### src/rtl/config_writer_pkg.sv
// Shared synth definitions: voice-operator ID type and the three-byte register-writer packet.
package config_writer_pkg;

  localparam int unsigned NUM_VOICE_OPERATORS = 256;
  localparam int unsigned VOICE_ID_WIDTH      = $clog2(NUM_VOICE_OPERATORS);

  typedef logic [VOICE_ID_WIDTH-1:0] VoiceOperatorID_t;

  // Packet layout: address, data high, data low.
  localparam int unsigned PACKET_BYTES = 3;

  typedef enum logic [1:0] {
    S_ADDR = 2'd0,
    S_HIGH = 2'd1,
    S_LOW  = 2'd2
  } writer_state_t;

  localparam logic [1:0] WE_NONE = 2'b00;
  localparam logic [1:0] WE_HIGH = 2'b01;
  localparam logic [1:0] WE_LOW  = 2'b10;

  function automatic writer_state_t next_packet_state(input writer_state_t st);
    unique case (st)
      S_ADDR:  next_packet_state = S_HIGH;
      S_HIGH:  next_packet_state = S_LOW;
      default: next_packet_state = S_ADDR;
    endcase
  endfunction

endpackage

### src/rtl/config_writer.sv
// Turns a host byte stream of (addr, hi, lo) packets into phase-step byte-lane writes.
// Optional inter-byte timeout enabled by defining CONFIG_WRITER_TIMEOUT_EN.
module config_writer
  import config_writer_pkg::*;
#(
  parameter int unsigned TIMEOUT_CYCLES = 1024,
  parameter int unsigned ADDR_WIDTH     = VOICE_ID_WIDTH
) (
  input  logic                  i_Clock,
  input  logic                  i_Reset,
  input  logic [7:0]            i_RxData,
  input  logic                  i_RxValid,
  output logic                  o_RxReady,
  output logic [1:0]            o_PhaseStepConfigWriteEnable,
  output logic [ADDR_WIDTH-1:0] o_PhaseStepConfigWriteAddr,
  output logic [7:0]            o_PhaseStepConfigWriteData,
  output logic                  o_Busy,
  output logic                  o_FrameError
);

  localparam int unsigned CopyW = (ADDR_WIDTH < 8) ? ADDR_WIDTH : 8;

  writer_state_t         r_State;
  writer_state_t         w_NextState;
  logic                  r_RxReady;
  logic [ADDR_WIDTH-1:0] r_AddrLatch;
  logic [1:0]            r_WriteEnable;
  logic [ADDR_WIDTH-1:0] r_WriteAddr;
  logic [7:0]            r_WriteData;
  logic                  r_FrameError;

  logic                  w_Accept;
  logic                  w_Busy;
  logic                  w_Expire;
  logic [1:0]            w_WriteEnable;
  logic                  w_FrameError;
  logic [ADDR_WIDTH-1:0] w_AddrByte;

  assign w_Accept   = i_RxValid & r_RxReady;
  assign w_Busy     = (r_State != S_ADDR);
  // Upper address bits beyond the operator ID width are simply dropped.
  assign w_AddrByte = ADDR_WIDTH'(i_RxData[CopyW-1:0]);

`ifdef CONFIG_WRITER_TIMEOUT_EN
  localparam int unsigned CntW = $clog2(TIMEOUT_CYCLES + 1);

  logic [CntW-1:0] r_TimeoutCnt;

  // An accepted byte in the expiry cycle wins over the timeout.
  assign w_Expire = w_Busy && !w_Accept && (r_TimeoutCnt == CntW'(TIMEOUT_CYCLES - 1));

  always_ff @(posedge i_Clock or posedge i_Reset) begin
    if (i_Reset) begin
      r_TimeoutCnt <= '0;
    end else if (w_Accept || !w_Busy || w_Expire) begin
      r_TimeoutCnt <= '0;
    end else begin
      r_TimeoutCnt <= r_TimeoutCnt + 1'b1;
    end
  end
`else
  assign w_Expire = 1'b0;
`endif

  always_comb begin
    w_NextState   = r_State;
    w_WriteEnable = WE_NONE;
    w_FrameError  = 1'b0;
    if (w_Accept) begin
      w_NextState = next_packet_state(r_State);
      unique case (r_State)
        S_HIGH:  w_WriteEnable = WE_HIGH;
        S_LOW:   w_WriteEnable = WE_LOW;
        default: w_WriteEnable = WE_NONE;
      endcase
    end else if (w_Expire) begin
      w_NextState  = S_ADDR;
      w_FrameError = 1'b1;
    end
  end

  always_ff @(posedge i_Clock or posedge i_Reset) begin
    if (i_Reset) begin
      r_State       <= S_ADDR;
      r_RxReady     <= 1'b0;
      r_AddrLatch   <= '0;
      r_WriteEnable <= WE_NONE;
      r_WriteAddr   <= '0;
      r_WriteData   <= '0;
      r_FrameError  <= 1'b0;
    end else begin
      r_State       <= w_NextState;
      r_RxReady     <= 1'b1;
      r_WriteEnable <= w_WriteEnable;
      r_FrameError  <= w_FrameError;
      if (w_Accept && (r_State == S_ADDR)) begin
        r_AddrLatch <= w_AddrByte;
      end
      if (w_WriteEnable != WE_NONE) begin
        r_WriteAddr <= r_AddrLatch;
        r_WriteData <= i_RxData;
      end
    end
  end

  assign o_RxReady                    = r_RxReady;
  assign o_PhaseStepConfigWriteEnable = r_WriteEnable;
  assign o_PhaseStepConfigWriteAddr   = r_WriteAddr;
  assign o_PhaseStepConfigWriteData   = r_WriteData;
  assign o_Busy                       = w_Busy;
  assign o_FrameError                 = r_FrameError;

endmodule

### config.mk
export PLATFORM = sky130hd
export DESIGN_NAME = config_writer
export DESIGN_NICKNAME = d
export VERILOG_FILES = /design/src/rtl/config_writer_pkg.sv /design/src/rtl/config_writer.sv
export SDC_FILE = /design/constraint.sdc
export NUM_CORES = 1
export LEC_CHECK = 0
export CAP_MARGIN = 10
export CORE_MARGIN = 2
export CORE_UTILIZATION = 45
export CTS_BUF_LIST = sky130_fd_sc_hd__clkbuf_4 sky130_fd_sc_hd__clkbuf_8
export DETAILED_ROUTE_END_ITERATION = 6
export PLACE_DENSITY = 0.85
export SETUP_SLACK_MARGIN = 0.3
export SLEW_MARGIN = 20
export SYNTH_ARGS = -nofsm -noshare
export SYNTH_HDL_FRONTEND = slang
export SYNTH_SLANG_ARGS = --single-unit
### constraint.sdc
create_clock -name i_Clock -period 4 [get_ports i_Clock]
set_input_delay 1.2 -clock i_Clock [delete_from_list [all_inputs] [get_ports i_Clock]]
set_output_delay 1.2 -clock i_Clock [all_outputs]
set_load 0.03 [all_outputs]
==> results of run 1 <==
path summary, 6_finish.rpt:
path                       cells after the start                                         to  slack [ns]                        from
max                                            2                                     o_Busy        1.07      r_State[0]$_DFFE_PP0P_
min                                            1  o_PhaseStepConfigWriteAddr[7]$_DFFE_PP0P_        0.51  r_AddrLatch[7]$_DFFE_PP0P_
max reg2reg                                    3  o_PhaseStepConfigWriteAddr[6]$_DFFE_PP0P_        2.31      r_State[0]$_DFFE_PP0P_
min reg2reg                                    1  o_PhaseStepConfigWriteAddr[7]$_DFFE_PP0P_        0.51  r_AddrLatch[7]$_DFFE_PP0P_
max in group asynchronous                      2                     r_State[1]$_DFFE_PP0P_        2.37                     i_Reset
min in group asynchronous                      2                 r_AddrLatch[2]$_DFFE_PP0P_        1.25                     i_Reset
through the flow:
step / std cells / total power [mW] / util, % / instance area (µm²)
after floorplan: 68 / 0.896 / - / 1180
after global placement: 126 / 1.11 / 60.1 / 1490
after detailed placement: 126 / 1.12 / 60.1 / 1490
after CTS: 134 / 1.34 / 62.9 / 1560
after global routing: 134 / 1.39 / 62.9 / 1560
final: 134 / 1.32 / 62.9 / 1560
final cells by class:
cell class	instances	area (µm²)	share of cell area, %
inverters	1	3.75	0.241
flip-flops and latches	29	726	46.6
well taps	30	37.5	2.41
clock inverters	1	5.00	0.321
multi-input cells	36	420	27.0
clock buffers	7	65.1	4.18
repair buffers	30	300	19.3
report_power, final:
group / leakage [nW] / total, mW / switching (mW) / internal [mW]
logic: 0.307 / 0.611 / 0.296 / 0.314
registers: 0.349 / 0.508 / 0.0822 / 0.426
clock network: 0.0413 / 0.203 / 0.102 / 0.102
total: 0.697 / 1.32 / 0.480 / 0.842
cells in the final DEF, fill, tap and decap left out:
| cell | count |
|---|---|
| clkdlybuf4s50_1 | 30 |
| dfrtp_1 | 29 |
| mux2_2 | 14 |
| mux2_4 | 10 |
| clkbuf_4 | 5 |
| nand2b_4 | 2 |
| nor2_1 | 2 |
| conb_1 | 2 |
| clkbuf_8 | 2 |
| nand2_4 | 1 |
| a21oi_4 | 1 |
| or2_2 | 1 |
| inv_2 | 1 |
| nor2_8 | 1 |
| a21o_1 | 1 |
| a21o_2 | 1 |
| clkinv_2 | 1 |
Yosys cell counts:
cell type / n / share of area [%]
mux2_2: 14 / 13
nand2b_4: 2 / 2.3
conb_1: 2 / 0.64
nor2_8: 1 / 1.7
nor2_1: 2 / 0.64
a21oi_4: 1 / 1.4
dfrtp_1: 29 / 62
nand2_4: 1 / 0.96
a21o_2: 1 / 0.74
buf_12: 1 / 1.7
inv_1: 1 / 0.32
a21o_1: 1 / 0.64
buf_4: 1 / 0.64
or2_2: 1 / 0.53
mux2_4: 10 / 13
registers in the layout, summed over array words and instances, names as in the netlist:
name and flops:
r_AddrLatch 8, o_PhaseStepConfigWriteEnable 2, r_State 2, o_PhaseStepConfigWriteData 8, o_RxReady 1, o_PhaseStepConfigWriteAddr 8
worst max-delay path: cells and delay by family (launching register included):
| family | cells | cell delay, ns |
|---|---|---|
| AND/OR/NAND/NOR | 1 | 0.37 |
| flip-flops | 1 | 0.43 |
| buffers and inverters | 1 | 0.61 |
kinds of logic (layout without fill, tap and decap cells):
group / Yosys count / in the layout / synth area share (%)
flops: 29 / 29 / 61.6
compound gates: 3 / 3 / 2.76
simple gates: 7 / 7 / 6.16
mux: 24 / 24 / 26.1
buf+inv: 3 / 39 / 2.66
other cells: 2 / 2 / 0.638
layer usage:
layer | vias to the layer above | GRT usage, % | part of all wire, %
met4 | 0 | 7.32 | 1.2
met5 | - | 0 | 0
met2 | 24 | 24.0 | 47
met3 | 4 | 8.06 | 8.1
met1 | 327 | 21.3 | 44
li1 | 296 | - | -
==> results summary, run 1 <==
Timing analysis after detailed placement gives a worst setup slack of 1.06 ns. Setup repair after global routing left no endpoint under its margin. Clock-pin slew was measured on the worst setup and hold paths at about 0.090 ns. The root buffer cell chosen for the clock tree is clkbuf_4.

The type of the worst min-delay path is reg -> reg. The final total negative setup slack came out at 0 ns. Traced cell by cell, the critical path runs through or2_2, clkdlybuf4s50_1.

The clock net in this run drives a total of 29 sinks. The hold violation count in the final report is 0. The combined area of all synthesized cells came out at roughly 0.0012 mm².

The detailed-route DRC error count came out at 0. For the finished layout, the period the worst path requires is about 2.9 ns. No sink is reached through more buffers than the 2 on the longest clock path. Global routing consumed, over all layers together, around 17% of the routing resources. In this run, post-CTS repair resized a total of 0 instances. The detailed-route wire length per cell came out at approximately 15 µm. The max-slew violation count is 0. The total CTS buffers is 5. Synthesis inferred 29 register bits. Wires add up to 2000 µm. The flow ran to the end, and the final reports show no timing, DRC or antenna violations. The number of nets in the final layout is between 100 and 150. After clock tree synthesis, the flow added hold-fix buffers numbering 0. The final number of setup-violating endpoints came out at 0.

The number of buffers added on ports came out at 30. CTS built an H-tree with a depth of 2. The unique cell type count in the Yosys netlist is 15. The total overflow reported by the global router came out at 0. Using the TritonRoute via totals, the vias-per-cell ratio works out to around 4.9. The fill cell total of the finished layout is 206. The power per standard cell area came out at approximately 850 mW/mm².

The yosys synthesis warning count came out at 0. The die width is 55.2 µm. In this run the standard cell core region covers approximately 0.0025 mm². The pin count of the biggest net entering global routing came out at 30. The number of nets still failing antenna checks after routing came out at 0.

On the worst path, the slowest cell contributes a delay of 0.61 ns. The global placer's final weighted congestion is about 0.63. Row generation in the floorplan step produced 18 rows. The setup fix buffers added after clock tree synthesis came out at 0. The max capacitance violation total is 0. Hold is met by just over 0.5 ns. The largest driver fanout on the critical path is 4. The later-pin clock latency in the skew report came out at 0.32 ns.

The cell leakage power came out at ~0.7 nW. The detailed-routing iteration count for the pre-antenna-repair pass is 4. The number of diodes added for antenna fixing came out at 0. In the finished design, the share of the clock period the worst path needs comes to about three quarters. The data arrival time at the worst-slack endpoint came out at around 1.7 ns. The share of the yosys chip area belonging to registers came out at between 60% and 70%. 32 I/O pins were placed. TritonCTS built the clock tree. The sum of net half-perimeters after detailed placement is between 1000 and 1500 µm.

The endpoint required time on the critical path is 2.80 ns. The routed via count came out at 651. The worst setup margin is between 1 and 1.5 ns.

The worst slew margin relative to its limit came out at 55.9%. The synthesis-to-finish area growth came out at 32.3%. The starting utilization of the core area is approximately 48%.

Timing would allow up to about 0.34 GHz. The first-pass GRT wire length is between 3000 and 4000 µm. The worst setup path is launched from a register. The worst-case vdd ir drop came out at around 570 µV. The clock skew is between 0.004 and 0.005 ns. The first-iteration detailed-routing DRC count is 2.

The initial antenna violation count came to 0. The transition at the pin with the smallest max-transition slack came out at 0.660 ns. The y dimension of the die is about 55 µm. The worst setup path is of the reg -> out kind. The critical path endpoint category is an output pin.

The number of nets produced by synthesis came out at 79. The proportion of layout cells with a drive suffix above 1 came out at ~38%. The post-synthesis area per instance is 17.3 µm². The post-synthesis cell count is between 60 and 70. The die area came out at 0.00304 mm².

The slowest stage of the critical path is the clkdlybuf4s50_1 cell. The number of global-route vias before repair is approximately 710.
Power figures use the tool's default switching activity.
==> run 2: changes to the inputs <==
==> constraint.sdc (replaced) <==
create_clock -name i_Clock -period 3 [get_ports i_Clock]
set_input_delay 0.9 -clock i_Clock [delete_from_list [all_inputs] [get_ports i_Clock]]
set_output_delay 0.9 -clock i_Clock [all_outputs]
set_load 0.03 [all_outputs]
==> run 2 against run 1 <==
Count of clock-buffer cells in the layout down 2. Setup slack worse by 0.37 ns. Clock skew up 0.00084 ns. Largest cell class unchanged. Wire length down 1.4%. Critical endpoint is now o_RxReady. Clock power about the same. Non-clock buffer count up 2. Sequential power up 33%. Core utilization down 0.40 points. Sequential share of layout area up 0.30 points.
==> results summary, run 2 (synthesized netlist as in run 1, its figures left out) <==
The number of nets still failing antenna checks after routing is 0 (unchanged). After detailed routing, no signal wire sits above met4. The clock skew is 0.00492 ns (+0.000835 ns). The routed via count came out at 655 (+0.61%).

The number of vias per cell after detailed routing came out at 4.89 (+0.61%). The worst setup path is launched from a register. The detailed-route wire length per cell came out at 14.7 µm (-1.4%).

The power per standard cell area came to 1090 mW/mm² (+29%). The die area is 0.00304 mm² (unchanged). The detailed-route DRC error count came to 0 (unchanged). The global router's overall resource usage was 16.4% (-0.28 points). The total overflow reported by the global router was 0 (unchanged). The upper clock frequency limit is approximately 0.44 GHz.

The endpoint required time on the critical path was 2.10 ns (-0.70 ns). The number of top-level design ports is 32 (unchanged). The core box area came out at 0.00248 mm² (unchanged). The die width is 55.2 µm (unchanged). The area taken by multi-input logic gates came out at 420 µm² (unchanged). The number of diodes added for antenna fixing is 0 (unchanged). The total area of sequential cells came out at 726 µm² (unchanged). The total CTS buffers came out at 5 (unchanged). The first-pass GRT wire length is 3270 µm (-2.9%). The final number of setup-violating endpoints is 0 (unchanged).

After layout, the minimum clock period comes to between 2 and 2.5 ns. The max-slew violation count is 0 (unchanged). The combined buffer and inverter count along the critical path is 1 (unchanged). The y dimension of the die is 55.2 µm (unchanged). The clock tree from TritonCTS is done. The starting utilization of the core area is 47.5% (unchanged). The standard-cell row count came out at 18 (unchanged).

The maximum cell stage delay along the critical path is 0.68 ns (+0.07 ns). The fill cell total of the finished layout was 202 (-1.9%). The power consumption is 1.69 mW (+28%). The data arrival time at the worst-slack endpoint is 1.40 ns (-0.33 ns).

The maximum clock insertion buffer count came out at 2 (unchanged). The later-pin clock latency in the skew report is 0.32 ns (about the same). The cell leakage power came out at 0.703 nW (+0.84%). The type of the worst min-delay path is reg -> reg. The share of the cycle needed by the critical path after routing came out at between 70 and 80%. STA classifies the critical path endpoint as an output pin.

The largest driver fanout on the critical path came to 2 (-2). The total met3 wirelength after detailed routing is 153 µm (-5.6%). The number of buffers added on ports is 30 (unchanged). The final total negative setup slack came out at 0 ns (unchanged). The initial antenna violation count is 0 (unchanged). CTS placed an instance of clkbuf_4 at the clock tree root. The sum of net half-perimeters after detailed placement is 1410 µm (+3.3%).

The detailed-routing iteration count for the pre-antenna-repair pass was 3 (-1). The total clock sinks came out at 29 (unchanged). The hold violation count in the final report is 0 (unchanged). In the layout the commonest cells are clkdlybuf4s50_1 (29), dfrtp_1 (29), mux2_2 (14), mux2_4 (10), clkbuf_4 (5). The worst-case vdd ir drop is 724 µV (+27%). The global placer's final weighted congestion was 0.629 (+0.37%). The area growth from synthesis to layout is 31.5%. The hold buffer count at CTS was 0 (unchanged).

The critical setup path kind is reg -> out. The critical path goes through clkdlybuf4s50_1. On the critical path, the stage with the largest delay is an instance of clkdlybuf4s50_1. The flow ran to the end, and the final reports show no timing, DRC or antenna violations. The clock transition at the registers of the reported paths is 0.08 ns (about the same).

The pin count of the biggest net entering global routing was 30 (unchanged). The setup fix buffers added after clock tree synthesis came out at 0 (unchanged). The max capacitance violation total came out at 0 (unchanged). The gate family responsible for the most delay along the worst path is buffers and inverters. The proportion of layout cells with a drive suffix above 1 came out at 37.5% (-0.96 points). The first-iteration detailed-routing DRC count came out at 2 (unchanged). The worst hold slack across all endpoints is 0.509 ns (-0.00340 ns). The number of global-route vias before repair is 725 (+1.7%).

The sum of routed wire segments on met1 is 819 µm (-6.1%). The area after detailed placement was 0.00150 mm² (+1.0%). The routed wire length is 1980 µm (-1.4%). The area of all placed cells without fillers is 0.00155 mm² (-0.64%). The detailed-routed wire length on met2 came out at 974 µm (+3.3%). The H-tree level count was 2 (unchanged). The number of nets in the final layout came out at 116 (+1.8%).

Setup repair after global routing left no endpoint under its margin.
[run 2: routing by layer]
metal / up-vias / GRT usage [%]
li1: 304 / -
met1: 322 / 20.2
met2: 24 / 25.0
met3: 5 / 8.60
met4: 0 / 4.88
met5: - / 0
[run 2: path summary, 6_finish.rpt]
| check | slack (ns) | start | endpoint | cells after the start |
|---|---|---|---|---|
| worst min-delay path | 0.51 | r_AddrLatch[1]$_DFFE_PP0P_ | o_PhaseStepConfigWriteAddr[1]$_DFFE_PP0P_ | 1 |
| max in group asynchronous | 1.80 | i_Reset | o_PhaseStepConfigWriteAddr[4]$_DFFE_PP0P_ | 3 |
| worst max-delay path | 0.70 | o_RxReady$_DFF_PP0_ | o_RxReady | 1 |
| worst max register to register | 1.48 | r_State[0]$_DFFE_PP0P_ | o_PhaseStepConfigWriteAddr[4]$_DFFE_PP0P_ | 4 |
| min in group asynchronous | 0.94 | i_Reset | o_PhaseStepConfigWriteData[2]$_DFFE_PP0P_ | 3 |
| worst min register to register | 0.51 | r_AddrLatch[1]$_DFFE_PP0P_ | o_PhaseStepConfigWriteAddr[1]$_DFFE_PP0P_ | 1 |
[run 2: where the power goes]
| part | leakage, nW | internal (mW) | switching, mW |
|---|---|---|---|
| Clock | 0.0269 | 0.0809 | 0.120 |
| Combinational | 0.327 | 0.421 | 0.395 |
| Sequential | 0.349 | 0.568 | 0.106 |
| Total | 0.703 | 1.07 | 0.621 |
[run 2: what timing repair did]
item / CTS / global route
gates resized for setup: 0 / 1
endpoints found under the hold margin: 0 / 0
setup endpoints to repair: 0 / 1
[run 2: area by class of cell]
| class | instances | area share [%] |
|---|---|---|
| flip-flops and latches | 29 | 46.9 |
| clock buffers | 5 | 2.43 |
| multi-input cells | 36 | 27.2 |
| clock inverters | 1 | 0.323 |
| repair buffers | 32 | 20.5 |
| inverters | 1 | 0.243 |
| well taps | 30 | 2.43 |
[run 2: metrics by stage]
| stage | instances | worst slack [ns] | utilization (%) |
|---|---|---|---|
| final | 134 | 0.702 | 62.5 |
| after global routing | 134 | 0.622 | 62.5 |
| after CTS | 134 | 0.346 | 62.4 |
| after detailed placement | 128 | 0.549 | 60.7 |
| after global placement | 128 | 0.610 | 60.7 |
| after floorplan | 68 | 1.18 | - |
